**config.mk**
```make
export PLATFORM = sky130hd
export DESIGN_NAME = ones_counter_seq
export DESIGN_NICKNAME = d
export VERILOG_FILES = /design/src/rtl/ones_counter_pkg.sv /design/src/rtl/ones_counter_seq_chunk_popcount.sv /design/src/rtl/ones_counter_seq.sv
export SDC_FILE = /design/constraint.sdc
export NUM_CORES = 1
export LEC_CHECK = 0
export ABC_AREA = 0
export BUFFER_PORTS_ARGS = -buffer_cell sky130_fd_sc_hd__clkbuf_2
export CAP_MARGIN = 20
export CORE_MARGIN = 2
export CORE_UTILIZATION = 51
export DETAILED_ROUTE_END_ITERATION = 10
export PLACE_DENSITY = 0.76
export SLEW_MARGIN = 10
export SYNTH_ARGS = -nofsm -noshare
export SYNTH_HDL_FRONTEND = slang
export SYNTH_SLANG_ARGS = --single-unit
```
**constraint.sdc**
```tcl
create_clock -name clk -period 3.44 [get_ports clk]
set_input_delay 0.516 -clock clk [delete_from_list [all_inputs] [get_ports clk]]
set_output_delay 0.516 -clock clk [all_outputs]
set_load 0.05 [all_outputs]
```
**src/rtl/ones_counter_pkg.sv**
```systemverilog
// Shared types and elaboration helpers for the sequential ones counter.
package ones_counter_pkg;

  typedef enum logic [1:0] {IDLE, BUSY, DONE} state_t;

  // Ceiling log2; callers pass n+1 to size a counter that must reach n.
  function automatic int clog2(input int n);
    int r = 0;
    while ((1 << r) < n) r++;
    return r;
  endfunction

  function automatic bit chunk_ok(input int width, input int chunk);
    return (chunk >= 1) && (chunk <= width) && ((width % chunk) == 0);
  endfunction

endpackage

```
**src/rtl/ones_counter_seq_chunk_popcount.sv**
```systemverilog
// Combinational popcount of one CHUNK-bit slice; the 8-bit counter generalised.
module chunk_popcount
  import ones_counter_pkg::*;
#(
  parameter int CHUNK = 8
) (
  input  logic [CHUNK-1:0]             bits,
  output logic [clog2(CHUNK + 1)-1:0]  count
);

  localparam int PC_W = clog2(CHUNK + 1);

  always_comb begin
    count = '0;
    for (int i = 0; i < CHUNK; i++) begin
      count = count + PC_W'(bits[i]);
    end
  end

endmodule

```
**src/rtl/ones_counter_seq.sv**
```systemverilog
// Multi-cycle population counter: accepts a word, counts CHUNK bits per cycle
// from the LSB end of a right-shifting hold register, then presents the total.
module ones_counter_seq
  import ones_counter_pkg::*;
#(
  parameter  int WIDTH  = 32,
  parameter  int CHUNK  = 8,
  localparam int NCHUNK = WIDTH / CHUNK,
  localparam int CNT_W  = clog2(WIDTH + 1)
) (
  input  logic             clk,
  input  logic             rst_n,
  input  logic             in_valid,
  output logic             in_ready,
  input  logic [WIDTH-1:0] in_data,
  input  logic             in_mode,
  output logic             out_valid,
  input  logic             out_ready,
  output logic [CNT_W-1:0] out_count
);

  localparam int PC_W  = clog2(CHUNK + 1);
  localparam int IDX_W = (NCHUNK > 1) ? clog2(NCHUNK) : 1;

  if (!chunk_ok(WIDTH, CHUNK)) begin : g_param_check
    $error("ones_counter_seq: WIDTH must be a positive multiple of CHUNK");
  end

  state_t           state;
  state_t           state_next;
  logic [WIDTH-1:0] hold;
  logic [IDX_W-1:0] idx;
  logic [CNT_W-1:0] acc;
  logic [PC_W-1:0]  chunk_count;
  logic             last_chunk;

  chunk_popcount #(.CHUNK(CHUNK)) u_popcount (
    .bits  (hold[CHUNK-1:0]),
    .count (chunk_count)
  );

  assign last_chunk = (idx == IDX_W'(NCHUNK - 1));

  always_ff @(posedge clk or negedge rst_n) begin
    if (!rst_n) state <= IDLE;
    else        state <= state_next;
  end

  // Handshake outputs decode the state register only, never the peer's valid/ready.
  always_comb begin
    state_next = state;
    in_ready   = 1'b0;
    out_valid  = 1'b0;
    out_count  = '0;
    case (state)
      IDLE: begin
        in_ready = 1'b1;
        if (in_valid) state_next = BUSY;
      end
      BUSY: begin
        if (last_chunk) state_next = DONE;
      end
      DONE: begin
        out_valid = 1'b1;
        out_count = acc;
        if (out_ready) state_next = IDLE;
      end
      default: state_next = IDLE;
    endcase
  end

  // Zero-count mode is folded in at acceptance by inverting the word once.
  always_ff @(posedge clk or negedge rst_n) begin
    if (!rst_n) begin
      hold <= '0;
      idx  <= '0;
      acc  <= '0;
    end else begin
      case (state)
        IDLE: begin
          if (in_valid) begin
            hold <= in_mode ? ~in_data : in_data;
            idx  <= '0;
            acc  <= '0;
          end
        end
        BUSY: begin
          hold <= hold >> CHUNK;
          idx  <= idx + 1'b1;
          acc  <= acc + CNT_W'(chunk_count);
        end
        default: ;
      endcase
    end
  end

endmodule

```
==> flow_summary.yaml, run 1 <==
timing:
  hold_ws_ns: 0.153
  fmax_mhz: 273
  relSlewSlack: 0.348
  maxSlewViolCount: 0
  fin_ws_ns: -0.217
  finClkSkew_ns: 0.0146
  min_period_over_period: 1.06
  rsz0062_at_grt: "yes"
  hold_viol_final: 0
  layout_min_cycle_time_ns: 3.66
  tightest_slew_ns: 0.978
  setup_viol: 4
run_status:
  violations: "negative setup slack"
  outcome: "complete, but fails checks"
power:
  internal_power_uw: 1950
  comb_power_share: 0.629
  seqPwrFrac: 0.252
  pwr-share-clk: 0.119
  power.share.switching: 0.421
  p_leak_uw: 0.00146
  power_density_mw_per_mm2: 1060
  p_switching_uw: 1420
  ir_drop_uv: 606
die:
  fp.dieH_um: 76.9
  io_pins: 45
  placementRows: 26
  initial_core_util: 0.531
  chipWidth_um: 76.9
  fp.coreArea_sq_mm: 0.00511
  fp.dieArea_sq_mm: 0.00592
yosys:
  netlist_area_sq_mm: 0.00271
  ys_warn_count: 0
  muxShareOfSynthArea: 0.00369
  syn_nets: 342
  synthDistinctLibCells: 34
  syn_avg_cell_area_sq_um: 9.29
  synth_compound_area_frac: 0.223
  synthXorXnorAreaFrac: 0.110
  ys_ff_latch: 42
  synth_top_family_by_area: "compound AO/OA/AOI/OAI gates"
  synth-simple-area-share: 0.132
  postSynthCellCount: 292
  ys_seq_area_frac: 0.387
  synth-adder-area-share: 0.0738
critical_path:
  reg2regPathDepth: 12
  crit_fanout: 2
  max_stage_delay_ns: 0.51
  timing.rr.start: "hold[0]"
  crit_required_ns: 3.67
  startpoint: "hold[0]"
  cp_slowest_cell: "fa_1"
  startpoint_type: "register"
  path_buf_inv: 2
  path_depth: 12
  crit_arrival_ns: 3.89
  reg2reg_setup_slack_ns: -0.22
  crit_path_frequent_cell: "fa_1"
  crit_path_cell_trace: "ha_1 > inv_2 > fa_1 > fa_1 > fa_2 > fa_1 > inv_1 > ha_4 > a211oi_4 > nor3b_2 > o211ai_1 > mux2i_1"
  cp-end-kind: "register"
  critPathKind: "reg2reg"
  r2r-end: "acc[5]"
  critical-path-top-delay-family: "adder cells"
clocking:
  h-tree-depth: 2
  cts_tree: "yes"
  path_clk_slew_ns: 0.09
  cts_inserted_buffers: 5
  cts.path.max_buffers: 2
  cts_sinks: 42
  clk_latency_ns: 0.30
  cts-root-buf: "clkbuf_8"
grt:
  grt_pass1_wl_um: 10200
  overflow: 0
  track_usage: 0.212
  antenna_found_initial: 0
  grt_max_degree: 43
  grt_pass1_vias: 2192
placed_design:
  preCtsSetupSlack_ns: -0.235
  place_congestion: 0.776
  dp_hpwl_um: 3860
  io_buffers: 44
finish:
  drive_gt1_frac: 0.233
  final_common_cell: "clkbuf_2"
  n_fill_cell: 464
  final_cell_mix: "clkbuf_2, dfrtp_1, nor2b_1, a21oi_1, xor2_1"
  antenna_cells: 0
  areaGrowthSynthToFinish_pct: 16.7
  fin_nets: 385
routing:
  wl_um: 6120
  routed-via-count: 2231
  viasPerCell: 5.51
  drtIter0Drc: 189
  wl_per_cell_um: 15.1
  ant_nets: 0
  drtPass1Iterations: 4
  route.detailed.drc: 0
job:
  maxCapViolations: 0
min_path:
  hold_path_class: "in2async"
==> cells in the mapped netlist (all sizes together) <==
library cell	instances	area [sq um]
clkbuf	5	18.8
mux2i	1	10.0
buf	16	116
and2	5	31.3
o21ai	35	175
nor2b	34	215
xnor2	4	35.0
o21a	1	7.51
a22oi	21	158
nor3	1	5.00
o31ai	2	15.0
fa	5	100
xor2	30	263
nand2	13	48.8
nor3b	1	7.51
dfrtp	42	1050
o211ai	1	7.51
o221ai	1	8.76
inv	15	56.3
nor2	8	30.0
ha	8	100
a21oi	32	160
o22ai	1	6.26
a22o	2	17.5
and2b	1	7.51
nand2b	2	12.5
o21bai	1	11.3
a2bb2oi	3	26.3
a211oi	1	12.5
==> cell type report <==
type,count,area (sq um),area share
clock buffer,6,82.6,0.0261
clock inverter,1,30.0,0.00948
inverter,15,56.3,0.0178
multi-input combinational,214,1530,0.482
sequential,42,1050,0.332
tap,70,87.6,0.0276
timing repair buffer,57,334,0.105
==> routing by layer <==
| layer | track usage | vias to the layer above | wire length, um |
|---|---|---|---|
| li1 | - | 1080 | - |
| met1 | 0.298 | 1080 | 2740 |
| met2 | 0.339 | 65 | 3000 |
| met3 | 0.0388 | 6 | 318 |
| met4 | 0.0564 | 0 | 57 |
| met5 | 0 | - | 0 |
==> repair_timing <==
item / 4_1_cts / 5_1_grt
resized for setup: 4 / 11
buffers inserted: 1 / 2
pin swaps: 3 / 4
endpoints found under the setup margin: 4 / 5
endpoints found under the hold margin: 0 / 0
hold buffers: 0 / 0
==> power groups by stage <==
stage / sequential (uW) / clock, uW / combinational, uW
after floorplan: 802 / 0 / 1340
after global placement: 842 / 0 / 1700
after detailed placement: 851 / 0 / 1770
after CTS: 842 / 409 / 1850
after global routing: 872 / 432 / 2370
final: 850 / 403 / 2120
==> metrics by stage <==
step,power (uW),setup TNS (ns),area [sq um],std cells,util
final,3370,-0.544,3170,405,0.620
after global routing,3680,-1.01,3170,405,0.620
after CTS,3100,-0.475,3090,403,0.605
after detailed placement,2620,-0.746,2960,395,0.580
after global placement,2540,-0.445,2960,395,0.580
after floorplan,2140,-0.121,2710,292,-
==> registers in the layout (all words and copies together) (netlist names) <==
signal / count
acc: 6
hold: 32
state: 2
idx: 2
==> how the worst max path moves through the flow <==
stage	end	slack, ns
3_5_place_dp	acc[5]	-0.23
6_report	acc[5]	-0.22
4_1_cts	acc[5]	-0.20
5_1_grt	acc[5]	-0.36
2_1_floorplan	acc[5]	-0.12
3_3_place_gp	acc[5]	-0.15
==> cells by family (layout without fill, tap and decap cells) <==
family / after synthesis / in the layout
buffers and inverters: 36 / 79
and+or+nand+nor: 65 / 65
muxes: 1 / 1
DFF: 42 / 42
AOI/OAI and AO/OA: 101 / 101
adders and majority gates: 13 / 13
xor gates and xnor gates: 34 / 34
Power figures use the tool's default switching activity.
==> run 2: changes to the inputs <==
--- a/config.mk
+++ b/config.mk
@@ -6,12 +6,14 @@
 export NUM_CORES = 1
 export LEC_CHECK = 0
 export ABC_AREA = 0
-export BUFFER_PORTS_ARGS = -buffer_cell sky130_fd_sc_hd__clkbuf_2
 export CAP_MARGIN = 20
+export CELL_PAD_IN_SITES_DETAIL_PLACEMENT = 1
+export CELL_PAD_IN_SITES_GLOBAL_PLACEMENT = 1
 export CORE_MARGIN = 2
-export CORE_UTILIZATION = 51
+export CORE_UTILIZATION = 44
 export DETAILED_ROUTE_END_ITERATION = 10
-export PLACE_DENSITY = 0.76
+export DONT_BUFFER_PORTS = 1
+export PLACE_DENSITY_LB_ADDON = 0.1
 export SLEW_MARGIN = 10
 export SYNTH_ARGS = -nofsm -noshare
 export SYNTH_HDL_FRONTEND = slang
==> run 2 against run 1 <==
  * The run still ends with negative setup slack left
  * Die area rose by 15%
  * Flip-flop and latch count did not move
  * Fmax rose by 1.5%
  * Global-route usage fell by 0.48 points
  * Core utilization fell by 12 points
  * Total power fell by 0.25%
  * Worst hold slack got worse by 0.095 ns
  * Largest power group unchanged
  * Highest routed layer unchanged
==> flow_summary.yaml, run 2 (same netlist as run 1, synthesis figures left out) <==
run_status:
  outcome: "complete, but fails checks"
  violations: "negative setup slack"
timing:
  hold_viol_final: 0
  fin_ws_ns: -0.162
  layout_min_cycle_time_ns: 3.60
  fmax_mhz: 278
  rsz0062_at_grt: "yes"
  relSlewSlack: 0.510
  tightest_slew_ns: 0.732
  min_period_over_period: 1.05
  finClkSkew_ns: 0.00637
  setup_viol: 4
  hold_ws_ns: 0.0580
  maxSlewViolCount: 0
placed_design:
  dp.cells: 358
  post_dp_cell_area_sq_mm: 0.00277
  preCtsSetupSlack_ns: -0.277
  place_congestion: 0.810
  dp_hpwl_um: 4420
  io_buffers: 0
routing:
  drtIter0Drc: 95
  wl_per_cell_um: 18.0
  drtPass1Iterations: 4
  wl_um: 6650
  viasPerCell: 5.66
  routed-via-count: 2087
  route.detailed.drc: 0
  ant_nets: 0
grt:
  grt_pass1_wl_um: 10500
  track_usage: 0.208
  grt_pass1_vias: 2091
  grt_max_degree: 43
  antenna_found_initial: 0
  overflow: 0
die:
  chipWidth_um: 82.5
  fp.dieH_um: 82.5
  initial_core_util: 0.456
  fp.coreArea_sq_mm: 0.00596
  fp.dieArea_sq_mm: 0.00681
  placementRows: 28
  io_pins: 45
critical_path:
  cp-end-kind: "register"
  max_stage_delay_ns: 0.53
  r2r-end: "acc[5]"
  crit_path_cell_trace: "ha_1 > inv_2 > fa_1 > fa_1 > fa_2 > fa_1 > inv_2 > ha_4 > a211oi_4 > nor3b_2 > o211ai_1 > mux2i_1"
  timing.rr.start: "hold[1]"
  crit_fanout: 2
  reg2reg_setup_slack_ns: -0.16
  path_depth: 12
  crit_path_frequent_cell: "fa_1"
  path_buf_inv: 2
  crit_required_ns: 3.67
  crit_arrival_ns: 3.83
  cp_slowest_cell: "fa_1"
  startpoint: "hold[1]"
  startpoint_type: "register"
  reg2regPathDepth: 12
  critPathKind: "reg2reg"
  crit_end: "acc[5]"
  critical-path-top-delay-family: "adder cells"
clocking:
  cts_inserted_buffers: 5
  path_clk_slew_ns: 0.08
  h-tree-depth: 2
  cts-root-buf: "clkbuf_8"
  cts.path.max_buffers: 2
  cts_tree: "yes"
  cts_sinks: 42
  clk_latency_ns: 0.30
power:
  ir_drop_uv: 654
  p_leak_uw: 0.00127
  power_density_mw_per_mm2: 1140
finish:
  final_area_sq_mm: 0.00296
  fin_cells: 369
  final_common_cell: "dfrtp_1"
  largest_reg_flops: 32
  top_regs: "hold: 32 flops, acc: 6 flops"
  regMostFlops: "hold"
  drive_gt1_frac: 0.126
  areaGrowthSynthToFinish_pct: 8.90
  antenna_cells: 0
  utilization: 0.496
  final_cell_mix: "dfrtp_1, a21oi_1, nor2b_1"
  fin_nets: 343
min_path:
  hold_path_class: "in2async"
job:
  maxCapViolations: 0
-- run 2: final cells by class --
class	instances	area (sq um)
clock buffers	7	86.3
flip-flops and latches	42	1050
multi-input cells	214	1530
repair buffers	15	133
clock inverters	1	5.00
well taps	75	93.8
fillers	688	3000
inverters	15	56.3
-- run 2: timing repair --
item                       CTS  global route
resized for setup            4            11
hold endpoints to repair    42             0
setup endpoints to repair    4             5
hold buffers                 1             0
pin swaps                    3             0
setup buffers                1             1
-- run 2: worst reg2reg max path: stages, from the launching register on --
cell and delay [ns]:
dfrtp_1 0.40, ha_1 0.29, inv_2 0.04, fa_1 0.48
fa_1 0.43, fa_2 0.37, fa_1 0.53, inv_2 0.06
ha_4 0.22, a211oi_4 0.24, nor3b_2 0.08, o211ai_1 0.19
mux2i_1 0.19
-- run 2: worst min-delay path by stage --
| stage | startpoint | end | cells after the start |
|---|---|---|---|
| final | rst_n | acc[0] | 1 |
| after global routing | rst_n | hold[20] | 1 |
| after detailed placement | rst_n | acc[0] | 0 |
| after global placement | rst_n | hold[3] | 0 |
| after floorplan | rst_n | acc[0] | 0 |
| after CTS | rst_n | acc[3] | 1 |
-- run 2: routing by layer --
metal  share of wire  global-route usage  up-vias  wire (um)
met4           0.010              0.0557        0         68
met2            0.48               0.325       42       3160
met3           0.045              0.0457        5        299
met5               0                   0        -          0
met1            0.47               0.291     1051       3120
li1                -                   -      989          -
-- run 2: where the power goes --
group	total, uW	internal, uW	switching, uW
registers	842	701	142
logic	2180	1030	1150
clock network	336	162	173
-- run 2: through the flow --
step,total power [uW],setup TNS [ns]
2_1_floorplan,2140,-0.121
3_3_place_gp,2580,-0.545
3_5_place_dp,2660,-0.914
4_1_cts,3060,-0.482
5_1_grt,3710,-1.06
6_report,3360,-0.429
